[src/rtl/shreg_seq_if.sv]
// Command/response bus between a host requester and the shift-register sequencer.
// The requester drives commands and consumes responses; the sequencer does the opposite.
interface shreg_seq_if #(
    parameter int W = 4
);
    logic         in_valid;
    logic         in_ready;
    logic [1:0]   in_cmd;
    logic [W-1:0] in_data;
    logic         out_valid;
    logic         out_ready;
    logic [W-1:0] out_data;
    logic         out_err;

    modport master (
        output in_valid, in_cmd, in_data, out_ready,
        input  in_ready, out_valid, out_data, out_err
    );

    modport slave (
        input  in_valid, in_cmd, in_data, out_ready,
        output in_ready, out_valid, out_data, out_err
    );
endinterface

[src/rtl/shreg_seq.sv]
// Sequencer for a W-bit serial-in shift register: load/clear/set/readback,
// then capture the parallel output and flag a mismatch against the expected word.
module shreg_seq #(
    parameter int W   = 4,
    parameter int GAP = 0
) (
    input  logic         clk,
    input  logic         r,
    shreg_seq_if.slave   bus,
    output logic         sd,
    output logic         sh,
    output logic         ds_n,
    output logic         dr_n,
    input  logic [W-1:0] q,
    output logic         busy
);
    localparam int KW = $clog2(W);

    typedef enum logic [2:0] {
        IDLE, SHIFT, GAPW, FORCE, SETTLE, RESP
    } state_t;

    state_t        r_state;
    logic [KW-1:0] r_k;
    logic [3:0]    r_gcnt;
    logic          r_fcnt;
    logic [W-1:0]  r_sreg;
    logic [W-1:0]  r_exp;
    logic          r_chk;
    logic          r_rdy;
    logic          r_sd;
    logic          r_sh;
    logic          r_ds_n;
    logic          r_dr_n;
    logic          r_ov;
    logic [W-1:0]  r_od;
    logic          r_err;

    // Command FSM; every datapath strobe and response field is a register.
    always_ff @(posedge clk or negedge r) begin
        if (!r) begin
            r_state <= IDLE;
            r_k     <= '0;
            r_gcnt  <= '0;
            r_fcnt  <= 1'b0;
            r_sreg  <= '0;
            r_exp   <= '0;
            r_chk   <= 1'b0;
            r_rdy   <= 1'b0;
            r_sd    <= 1'b0;
            r_sh    <= 1'b0;
            r_ds_n  <= 1'b1;
            r_dr_n  <= 1'b1;
            r_ov    <= 1'b0;
            r_od    <= '0;
            r_err   <= 1'b0;
        end else begin
            unique case (r_state)
                IDLE: begin
                    r_rdy <= 1'b1;
                    if (bus.in_valid && r_rdy) begin
                        r_rdy <= 1'b0;
                        unique case (bus.in_cmd)
                            2'b00: begin
                                r_state <= SHIFT;
                                r_k     <= '0;
                                r_sh    <= 1'b1;
                                r_sd    <= bus.in_data[W-1];
                                r_sreg  <= {bus.in_data[W-2:0], 1'b0};
                                r_exp   <= bus.in_data;
                                r_chk   <= 1'b1;
                            end
                            2'b01: begin
                                r_state <= FORCE;
                                r_fcnt  <= 1'b0;
                                r_dr_n  <= 1'b0;
                                r_exp   <= '0;
                                r_chk   <= 1'b1;
                            end
                            2'b10: begin
                                r_state <= FORCE;
                                r_fcnt  <= 1'b0;
                                r_ds_n  <= 1'b0;
                                r_exp   <= '1;
                                r_chk   <= 1'b1;
                            end
                            default: begin
                                r_state <= SETTLE;
                                r_chk   <= 1'b0;
                            end
                        endcase
                    end
                end
                SHIFT: begin
                    if (r_k == KW'(W - 1)) begin
                        r_sh    <= 1'b0;
                        r_state <= SETTLE;
                    end else if (GAP > 0) begin
                        r_sh    <= 1'b0;
                        r_gcnt  <= '0;
                        r_state <= GAPW;
                    end else begin
                        r_k    <= r_k + 1'b1;
                        r_sh   <= 1'b1;
                        r_sd   <= r_sreg[W-1];
                        r_sreg <= r_sreg << 1;
                    end
                end
                GAPW: begin
                    if (r_gcnt == 4'(GAP - 1)) begin
                        r_state <= SHIFT;
                        r_k     <= r_k + 1'b1;
                        r_sh    <= 1'b1;
                        r_sd    <= r_sreg[W-1];
                        r_sreg  <= r_sreg << 1;
                    end else begin
                        r_gcnt <= r_gcnt + 1'b1;
                    end
                end
                FORCE: begin
                    if (r_fcnt) begin
                        r_ds_n  <= 1'b1;
                        r_dr_n  <= 1'b1;
                        r_state <= SETTLE;
                    end else begin
                        r_fcnt <= 1'b1;
                    end
                end
                SETTLE: begin
                    r_od    <= q;
                    r_err   <= r_chk && (q != r_exp);
                    r_ov    <= 1'b1;
                    r_state <= RESP;
                end
                RESP: begin
                    if (bus.out_ready) begin
                        r_ov    <= 1'b0;
                        r_rdy   <= 1'b1;
                        r_state <= IDLE;
                    end
                end
                default: r_state <= IDLE;
            endcase
        end
    end

    assign bus.in_ready  = r_rdy;
    assign bus.out_valid = r_ov;
    assign bus.out_data  = r_od;
    assign bus.out_err   = r_err;
    assign sd            = r_sd;
    assign sh            = r_sh;
    assign ds_n          = r_ds_n;
    assign dr_n          = r_dr_n;
    assign busy          = (r_state != IDLE);
endmodule

[src/flat_wrapper.sv]
// flat-port wrapper written by rule: the top's interface ports become plain ports
module shreg_seq_flat 
#(
    parameter int W   = 4,
    parameter int GAP = 0
)
  (clk, r, sd, sh, ds_n, dr_n, q, busy, bus_in_valid, bus_in_cmd, bus_in_data, bus_out_ready, bus_in_ready, bus_out_valid, bus_out_data, bus_out_err);
  shreg_seq_if #(.W(W)) bus_i ();
  input  logic clk;
  input  logic r;
  output logic sd;
  output logic sh;
  output logic ds_n;
  output logic dr_n;
  input  logic [W-1:0] q;
  output logic busy;
  input wire logic [$bits(bus_i.in_valid)-1:0] bus_in_valid;
  input wire logic [$bits(bus_i.in_cmd)-1:0] bus_in_cmd;
  input wire logic [$bits(bus_i.in_data)-1:0] bus_in_data;
  input wire logic [$bits(bus_i.out_ready)-1:0] bus_out_ready;
  output wire logic [$bits(bus_i.in_ready)-1:0] bus_in_ready;
  output wire logic [$bits(bus_i.out_valid)-1:0] bus_out_valid;
  output wire logic [$bits(bus_i.out_data)-1:0] bus_out_data;
  output wire logic [$bits(bus_i.out_err)-1:0] bus_out_err;
  assign bus_i.in_valid = bus_in_valid;
  assign bus_i.in_cmd = bus_in_cmd;
  assign bus_i.in_data = bus_in_data;
  assign bus_i.out_ready = bus_out_ready;
  assign bus_in_ready = bus_i.in_ready;
  assign bus_out_valid = bus_i.out_valid;
  assign bus_out_data = bus_i.out_data;
  assign bus_out_err = bus_i.out_err;
  shreg_seq #(.W(W), .GAP(GAP)) u_core (.clk(clk), .r(r), .bus(bus_i), .sd(sd), .sh(sh), .ds_n(ds_n), .dr_n(dr_n), .q(q), .busy(busy));
endmodule
[config.mk]
export PLATFORM = sky130hd
export DESIGN_NAME = shreg_seq_flat
export DESIGN_NICKNAME = d
export VERILOG_FILES = /design/src/rtl/shreg_seq_if.sv /design/src/rtl/shreg_seq.sv /design/src/flat_wrapper.sv
export SDC_FILE = /design/constraint.sdc
export NUM_CORES = 1
export LEC_CHECK = 0
export ABC_AREA = 1
export CORE_ASPECT_RATIO = 1.4
export CORE_UTILIZATION = 52
export DETAILED_ROUTE_END_ITERATION = 8
export GPL_ROUTABILITY_DRIVEN = 0
export GPL_TIMING_DRIVEN = 0
export HOLD_SLACK_MARGIN = 0.03
export PLACE_DENSITY_LB_ADDON = 0.3
export SYNTH_ARGS = -nofsm -noshare
export SYNTH_HDL_FRONTEND = slang
export SYNTH_SLANG_ARGS = --single-unit
[constraint.sdc]
create_clock -name clk -period 1.6 [get_ports clk]
set_clock_uncertainty 0.05 [all_clocks]
set_input_delay 0.32 -clock clk [delete_from_list [all_inputs] [get_ports clk]]
set_output_delay 0.32 -clock clk [all_outputs]
set_load 0.05 [all_outputs]
==> flow_summary.ini, run 1 <==
[global_routing]
grt_overflow = 0
grt_pass1_wl_microns = 5730
grt_busiest_layer = met2
first_global_vias = 1363
track_usage = 0.231
antenna_found_initial = 0
use_met3 = 0.0631
met2_usage = 0.425
grtUsageMet1 = 0.241
grt_max_degree = 30

[clocking]
htree_levels = 2
postCtsHoldBufs = 0
cts_tree = built
clockBufferDepth = 2
cts-root-buf = clkbuf_8
clk_pin_slew_ns = 0.06
cts_sinks = 29
clock_latency_ns = 0.28
numCtsBuffers = 5

[die]
dieArea_sq_um = 3290
rows = 23
start_util = 0.553
core_sq_um = 2880
pin_count = 26
die_h_microns = 67.5
dieWidth_microns = 48.8

[hold_path]
min_path_type = in -> async

[worst_setup_path]
critPathLaunch = u_core.r_state[0]$_DFFE_PN0P_
crit_path_end_kind = output pin
worstPathArrival_ns = 1.21
worstPathRequired_ns = 1.23
r2r-start = u_core.r_state[0]$_DFFE_PN0P_
critPathKind = reg -> out
startpoint_type = flip-flop
critPathMaxFanout = 9

[routing]
vias_per_cell = 5.36
ant_nets = 0
num_vias = 1404
drc = 0
firstDrtPassIters = 4
routedWlPerCell_microns = 13.5
initialDrtViolationCount = 27
wirelength_microns = 3530

[timing]
worst_slew_pin_slew_ns = 0.635
setup_viol = 0
period_needed_ns = 1.58
slew-limit-headroom = 0.577
max_freq_mhz = 635
slew_viol_final = 0
hold-worst-slack_ns = 0.00963
min_period_over_period = 0.985
timing.final.hold_violations = 0

[yosys]
synth_top_cell_by_area = dfrtp_1
synth-edff-count = 0
synthTopCellsByArea = dfrtp_1 42%, nand2_1 16%, ha_1 4.7%
ys_seq_area_frac = 0.457
synthArstFlopShare = 1.00
synth_top_area_share = 0.424
synthesis.nets = 206
yosysMostFrequentCell = nand2_1
synth_ff_type = dfrtp_1
synthTopCellsByCount = 66 x nand2_1, 27 x dfrtp_1, 15 x inv_1, 15 x nand3_1, 8 x nor2_1
synth_warnings = 0
netlist_area_sq_um = 1590
ys_types = 25
synth-seq-cells = 29
syn_inst = 186
syn_area_per_cell_sq_um = 8.56

[place]
dpl_cell_area_sq_um = 1890
portBuffers = 25
place_hpwl_microns = 2540

[final_layout]
drive_gt1_frac = 0.196
area_delta_synth_final_pct = 28.2
nFillCells = 227
diodes = 0
final_util = 0.710
nNetsFinal = 244
fin_area_sq_um = 2040

[power]
power.share.combinational = 0.554
internal_power_w = 0.00234
switchingPower_w = 0.00209
cellPowerDensity_nw_per_um2 = 2170
vdd_drop_max_mv = 1.21
power_frac_seq = 0.296
p_leak_nw = 1.08
p_clk_frac = 0.150
p_sw_frac = 0.471

[status]
status = completed

[flow_run]
max-cap-violations = 0
path summary, 6_finish.rpt:
path	cells after the start	slack, ns	to
hold reg to reg	2	0.42	u_core.dr_n$_DFFE_PN1P_
hold / removal	1	0.01	u_core.r_state[0]$_DFFE_PN0P_
min in group clk	2	0.42	u_core.dr_n$_DFFE_PN1P_
setup reg to reg	8	0.13	u_core.r_k[1]$_DFFE_PN0P_
max in group asynchronous	1	1.04	u_core.r_state[1]$_DFFE_PN0P_
setup / recovery	4	0.02	busy
cell usage in the layout, fill, tap and decap left out, drive strengths merged, types with 6 or more instances in the layout:
master	Yosys	routed
nand2	68	68
o21ai	6	6
dlygate4sd2	0	8
buf	2	10
nor2	11	11
clkdlybuf4s50	0	10
nand4	8	8
xnor2	6	6
ha	6	6
dfrtp	27	27
inv	17	17
clkbuf	0	8
nand3	18	18
cell type report:
class / count / area (sq um) / area share
plain buffers: 2 / 26.3 / 0.0129
inverters: 17 / 63.8 / 0.0312
multi-input cells: 138 / 790 / 0.387
repair buffers: 31 / 284 / 0.139
clock buffers: 7 / 96.3 / 0.0472
well taps: 37 / 46.3 / 0.0227
flip-flops and latches: 29 / 731 / 0.358
clock inverters: 1 / 5.00 / 0.00245
layer usage:
metal,up-vias,part of all wire,wire [microns]
met2,42,0.55,1930
met4,0,0.013,45
li1,680,-,-
met1,675,0.40,1400
met5,-,0,0
met3,7,0.041,146
cell families (layout without fill, tap and decap cells):
group / Yosys count / in the layout / synth area share
AND/OR/NAND/NOR: 107 / 107 / 0.327
flip-flops: 29 / 29 / 0.457
buffers and inverters: 19 / 58 / 0.0518
AO/OA/AOI/OAI: 14 / 14 / 0.0503
XOR/XNOR: 7 / 7 / 0.0385
adder cells (fa/ha/maj): 6 / 6 / 0.0471
multiplexers: 4 / 4 / 0.0283
stage by stage:
step	instances	setup WS [ns]	total power, W	TNS [ns]
final	262	0.0242	0.00443	0
after global routing	262	-0.00154	0.00474	-0.00154
after CTS	256	0.00623	0.00431	0
after detailed placement	248	-0.389	0.00367	-11.04
after global placement	248	-0.386	0.00357	-9.57
after floorplan	186	0.169	0.00302	0
power by group through the flow:
stage | Sequential [W] | Clock, W | Combinational [W]
final | 0.00131 | 0.000667 | 0.00245
after global routing | 0.00135 | 0.000706 | 0.00268
after CTS | 0.00131 | 0.000672 | 0.00233
after detailed placement | 0.00132 | 0 | 0.00235
after global placement | 0.00130 | 0 | 0.00227
after floorplan | 0.00172 | 0 | 0.00130
registers in the layout, indices dropped and copies added (netlist names), 2 cells and up:
register	cells
u_core.r_exp	4
u_core.r_state	3
u_core.r_sreg	3
u_core.r_gcnt	4
u_core.bus.out_data	4
u_core.r_k	2
critical path, stage by stage, from the launching register on:
cell and delay [ns]:
dfrtp_1 0.37, buf_6 0.15, nor2_8 0.16, nand2_4 0.08, buf_6 0.16
timing repair:
item,CTS,global route
endpoints found under the setup margin,29,5
pin swaps,1,2
buffers inserted,0,6
resized for setup,27,6
gates cloned,0,0
Note: power is estimated with default switching activity, not from simulation.
==> run 2, diff against run 1 <==
REMOVE_ABC_BUFFERS = 1   (was default)
==> run 2 against run 1 <==
Effect of this change: total power grew 8.0%; critical endpoint unchanged; non-clock buffer count grew 4; clock power grew 36%; fmax is essentially flat; core utilization grew 2.8 points; clock-buffer cell count shrank 2; worst setup slack is essentially flat; largest power group unchanged; combinational power grew 3%; final area grew 3.9%; sequential share of layout area shrank 1.3 points; wire length grew 2.0%.
==> flow_summary.ini, run 2 (same netlist as run 1, synthesis figures left out) <==
[status]
status = completed

[worst_setup_path]
reg2reg_slack_ns = 0.08
reg2reg_to = u_core.r_k[1]$_DFFE_PN0P_
worstPathRequired_ns = 1.23
r2r-start = u_core.r_state[0]$_DFFE_PN0P_
ff2ff_path_depth = 7
critPathLaunch = u_core.r_state[1]$_DFFE_PN0P_
cp_slowest_cell = dfrtp_2
worstPathArrival_ns = 1.21
critPathKind = reg -> out
crit_path_end_kind = output pin
critPathMaxFanout = 7
path_cells = nor2_8 > nand2_2 > buf_6
startpoint_type = flip-flop
cp_slowest_stage_delay_ns = 0.46

[final_layout]
fin_area_sq_um = 2120
diodes = 0
drive_gt1_frac = 0.231
layout_commonest_cell = nand2_1
nNetsFinal = 248
most-common-layout-cells = 62 x nand2_1, 24 x dfrtp_1, 15 x inv_1, 14 x nand3_1
area_delta_synth_final_pct = 33.2
instances_no_fill = 266

[routing]
firstDrtPassIters = 4
routedWlPerCell_microns = 13.5
ant_nets = 0
vias_per_cell = 5.29
initialDrtViolationCount = 42
wirelength_microns = 3600
drc = 0
num_vias = 1407

[power]
p_sw_frac = 0.449
power_frac_seq = 0.282
internal_power_w = 0.00264
cellPowerDensity_nw_per_um2 = 2260
p_leak_nw = 1.10
switchingPower_w = 0.00215
vdd_drop_max_mv = 1.73
power.share.combinational = 0.529
p_clk_frac = 0.189

[die]
die_h_microns = 67.5
rows = 23
start_util = 0.553
pin_count = 26
core_sq_um = 2880
dieArea_sq_um = 3290
dieWidth_microns = 48.8

[clocking]
cts-root-buf = clkbuf_8
numCtsBuffers = 5
clk_pin_slew_ns = 0.06
clockBufferDepth = 2
htree_levels = 2
cts_sinks = 29
cts_tree = built
clock_latency_ns = 0.28

[place]
portBuffers = 25
dpl_cell_area_sq_um = 1870
place_hpwl_microns = 2430
pre_cts_slack_ns = -0.471
dp_cells = 246

[flow_run]
max-cap-violations = 0

[timing]
max_freq_mhz = 635
hold-worst-slack_ns = 0.0113
slew-limit-headroom = 0.564
setup_viol = 0
period_needed_ns = 1.58
slew_viol_final = 0
worst_slew_pin_slew_ns = 0.654
min_period_over_period = 0.985
timing.final.hold_violations = 0
postLayoutSetupSlackWorst_ns = 0.0243

[hold_path]
min_path_type = in -> async

[global_routing]
first_global_vias = 1239
grt_max_degree = 30
track_usage = 0.220
antenna_found_initial = 0
grt_pass1_wl_microns = 5390
grt_overflow = 0
==> run 2: changes by cell type in the layout (fill, tap and decap cells not counted), sizes merged <==
cell | previous run | this run
bufinv | 0 | 2
buf | 10 | 14
clkdlybuf4s50 | 10 | 12
clkbuf | 8 | 5
dlymetal6s2s | 2 | 0
clkdlybuf4s15 | 2 | 3
==> run 2: final cells by class <==
cell class / instances / area, sq um
clock buffer: 5 / 68.8
clock inverter: 3 / 65.1
fill: 213 / 756
inverter: 17 / 68.8
multi-input combinational: 138 / 812
sequential: 29 / 732
tap: 37 / 46.3
timing repair buffer: 37 / 329
==> run 2: per-layer routing <==
metal	up-vias	global-route usage	wire length [microns]
li1	688	-	-
met1	651	0.233	1440
met2	61	0.391	1890
met3	7	0.0518	202
met4	0	0.147	70
met5	-	0	0
==> run 2: repair_timing <==
action                     CTS  global route
setup buffers                0            12
resized for setup           24            13
setup endpoints to repair   31             7
pin swaps                    0             4
hold buffers                 0             0
==> run 2: stage by stage <==
stage               total power [W]  utilization  setup TNS [ns]
detailed placement          0.00361        0.650          -11.95
CTS                         0.00445        0.693          -0.145
finish                      0.00479        0.737               0
global placement            0.00351        0.650           -9.78
floorplan                   0.00297            -         -0.0426
global route                0.00510        0.737         -0.0572
==> run 2: power groups by stage <==
stage | logic (W) | clock network, W | registers, W
after floorplan | 0.00121 | 0 | 0.00176
after CTS | 0.00217 | 0.000918 | 0.00136
after global routing | 0.00277 | 0.000938 | 0.00139
final | 0.00253 | 0.000904 | 0.00135
after detailed placement | 0.00224 | 0 | 0.00137
after global placement | 0.00217 | 0 | 0.00134
==> run 2: how the worst max path moves through the flow <==
stage                         endpoint  slack, ns  cells past startpoint
3_5_place_dp                      busy      -0.47                      3
5_1_grt          u_core.sd$_DFFE_PN0P_      -0.03                      7
2_1_floorplan  u_core.ds_n$_DFFE_PN1P_      -0.04                      6
6_report                          busy       0.02                      3
3_3_place_gp                      busy      -0.44                      3
4_1_cts                           busy      -0.15                      3
==> run 2: critical path: cells and delay by family (launching register included) <==
kind / cells / cell delay, ns
buffers and inverters: 1 / 0.17
AND/OR/NAND/NOR: 2 / 0.28
flip-flops: 1 / 0.46
==> run 3, diff against run 2 <==
CORE_UTILIZATION = 45   (was 52)
GPL_ROUTABILITY_DRIVEN = default   (was 0)
GPL_TIMING_DRIVEN = default   (was 0)
==> run 3 against run 2 <==
Effect of this change: wire length fell by 6.5%; first-iteration DRC count fell by 9.5%; largest power group unchanged; clock-buffer cell count did not move; sequential share of layout area fell by 1.8 points; fmax barely moved; register-to-register slack improved by 0.03 ns; critical path depth did not move; critical path type unchanged; die area rose by 15%; worst setup slack improved by 0.00084 ns; largest cell class unchanged; highest routed layer unchanged; non-clock buffer count did not move; critical endpoint unchanged; total power rose by 4.9%.
==> flow_summary.ini, run 3 (same netlist as run 1, synthesis figures left out) <==
[routing]
drc = 0
wl_met2_microns = 1780
firstDrtPassIters = 4
routedWlPerCell_microns = 12.5
wirelength_microns = 3360
routed.top_layer = met4
vias_per_cell = 5.09
num_vias = 1368
wl_met1_microns = 1370
initialDrtViolationCount = 38
route.met3.wl_microns = 156
ant_nets = 0

[worst_setup_path]
startpoint_type = flip-flop
crit_path_end_kind = output pin
worstPathRequired_ns = 1.23
reg2reg_slack_ns = 0.11
reg2reg_to = u_core.r_sreg[1]$_DFFE_PN0P_
worstPathArrival_ns = 1.20
ff2ff_path_depth = 6
critPathKind = reg -> out
r2r-start = u_core.r_state[0]$_DFFE_PN0P_
critPathMaxFanout = 7

[timing]
slew_viol_final = 0
max_freq_mhz = 635
period_needed_ns = 1.57
worst_slew_pin_slew_ns = 0.264
min_period_over_period = 0.984
setup_viol = 0
postLayoutSetupSlackWorst_ns = 0.0252
slew-limit-headroom = 0.823
timing.final.hold_violations = 0

[clocking]
clk_pin_slew_ns = 0.06
cts_sinks = 29
cts-root-buf = clkbuf_8
postCtsHoldBufs = 0
clockBufferDepth = 2
htree_levels = 2
numCtsBuffers = 5
cts_tree = built
clock_latency_ns = 0.28

[die]
start_util = 0.471
dieArea_sq_um = 3780
dieWidth_microns = 52.3
die_h_microns = 72.4
rows = 25
pin_count = 26
core_sq_um = 3380

[final_layout]
area_delta_synth_final_pct = 40.2
instances_no_fill = 269
most-common-layout-cells = 63 x nand2_1, 25 x dfrtp_1, 15 x inv_1, 15 x nand3_1, 13 x clkdlybuf4s50_1
nNetsFinal = 248
fin_area_sq_um = 2230
layout_commonest_cell = nand2_1
drive_gt1_frac = 0.249
diodes = 0

[status]
status = completed

[power]
vdd_drop_max_mv = 1.50
cellPowerDensity_nw_per_um2 = 2250
p_leak_nw = 1.14

[global_routing]
grt_overflow = 0
grt_pass1_wl_microns = 5690
antenna_found_initial = 0
first_global_vias = 1320
track_usage = 0.206
grt_max_degree = 30

[flow_run]
max-cap-violations = 0

[place]
gp_congestion = 0.782
portBuffers = 25
pre_cts_slack_ns = -0.133
dp_cells = 256
dpl_cell_area_sq_um = 2050
place_hpwl_microns = 2560

[hold_path]
min_path_type = in -> async
## run 3: worst max-delay path by stage
| stage | startpoint | endpoint | depth (start not counted) |
|---|---|---|---|
| after global routing | u_core.r_state[2]$_DFFE_PN0P_ | busy | 3 |
| after detailed placement | bus_in_cmd[0] | u_core.r_exp[0]$_DFFE_PN0P_ | 7 |
| after CTS | u_core.r_state[1]$_DFFE_PN0P_ | busy | 3 |
| after floorplan | u_core.r_state[0]$_DFFE_PN0P_ | u_core.ds_n$_DFFE_PN1P_ | 6 |
| after global placement | bus_in_cmd[0] | u_core.r_exp[0]$_DFFE_PN0P_ | 7 |
| final | u_core.r_state[1]$_DFFE_PN0P_ | busy | 3 |
## run 3: routing by layer
| metal | track usage | vias up |
|---|---|---|
| met4 | 0.0789 | 0 |
| met1 | 0.221 | 642 |
| li1 | - | 688 |
| met2 | 0.367 | 31 |
| met5 | 0 | - |
| met3 | 0.0608 | 7 |
## run 3: cell type report
type                            instances  area [sq um]
Clock buffer                            5          68.8
Tap cell                               40          50.0
Fill cell                             286          1140
Timing Repair Buffer                   37           460
Multi-Input combinational cell        138           792
Inverter                               17          66.3
Clock inverter                          3          65.1
Sequential cell                        29           731
## run 3: worst max-delay path, stage by stage (launching register included)
cell and delay [ns]:
dfrtp_2 0.45, nor2_8 0.18, nand2_2 0.13, buf_12 0.17
## run 3: power by group
group	total, W	switching [W]	leakage (nW)	internal [W]
Sequential	0.00138	0.000302	0.352	0.00108
Combinational	0.00275	0.00154	0.724	0.00120
Clock	0.000893	0.000275	0.0681	0.000618
Total	0.00502	0.00212	1.14	0.00290
## run 3: what timing repair did
| action | in CTS | in global routing |
|---|---|---|
| pin swaps | 0 | 1 |
| buffers inserted | 1 | 4 |
| endpoints found under the setup margin | 1 | 7 |
| endpoints found under the hold margin | 0 | 0 |
| gates resized for setup | 4 | 3 |
## run 3: metrics by stage
step	utilization	TNS (ns)	total power [W]	hold WS, ns
after global routing	0.661	-0.0111	0.00536	0.363
after detailed placement	0.606	-1.50	0.00400	0.416
final	0.661	0	0.00502	0.348
after global placement	0.606	-1.23	0.00395	0.408
after floorplan	-	-0.0426	0.00297	-0.0256
after CTS	0.650	0	0.00497	0.349
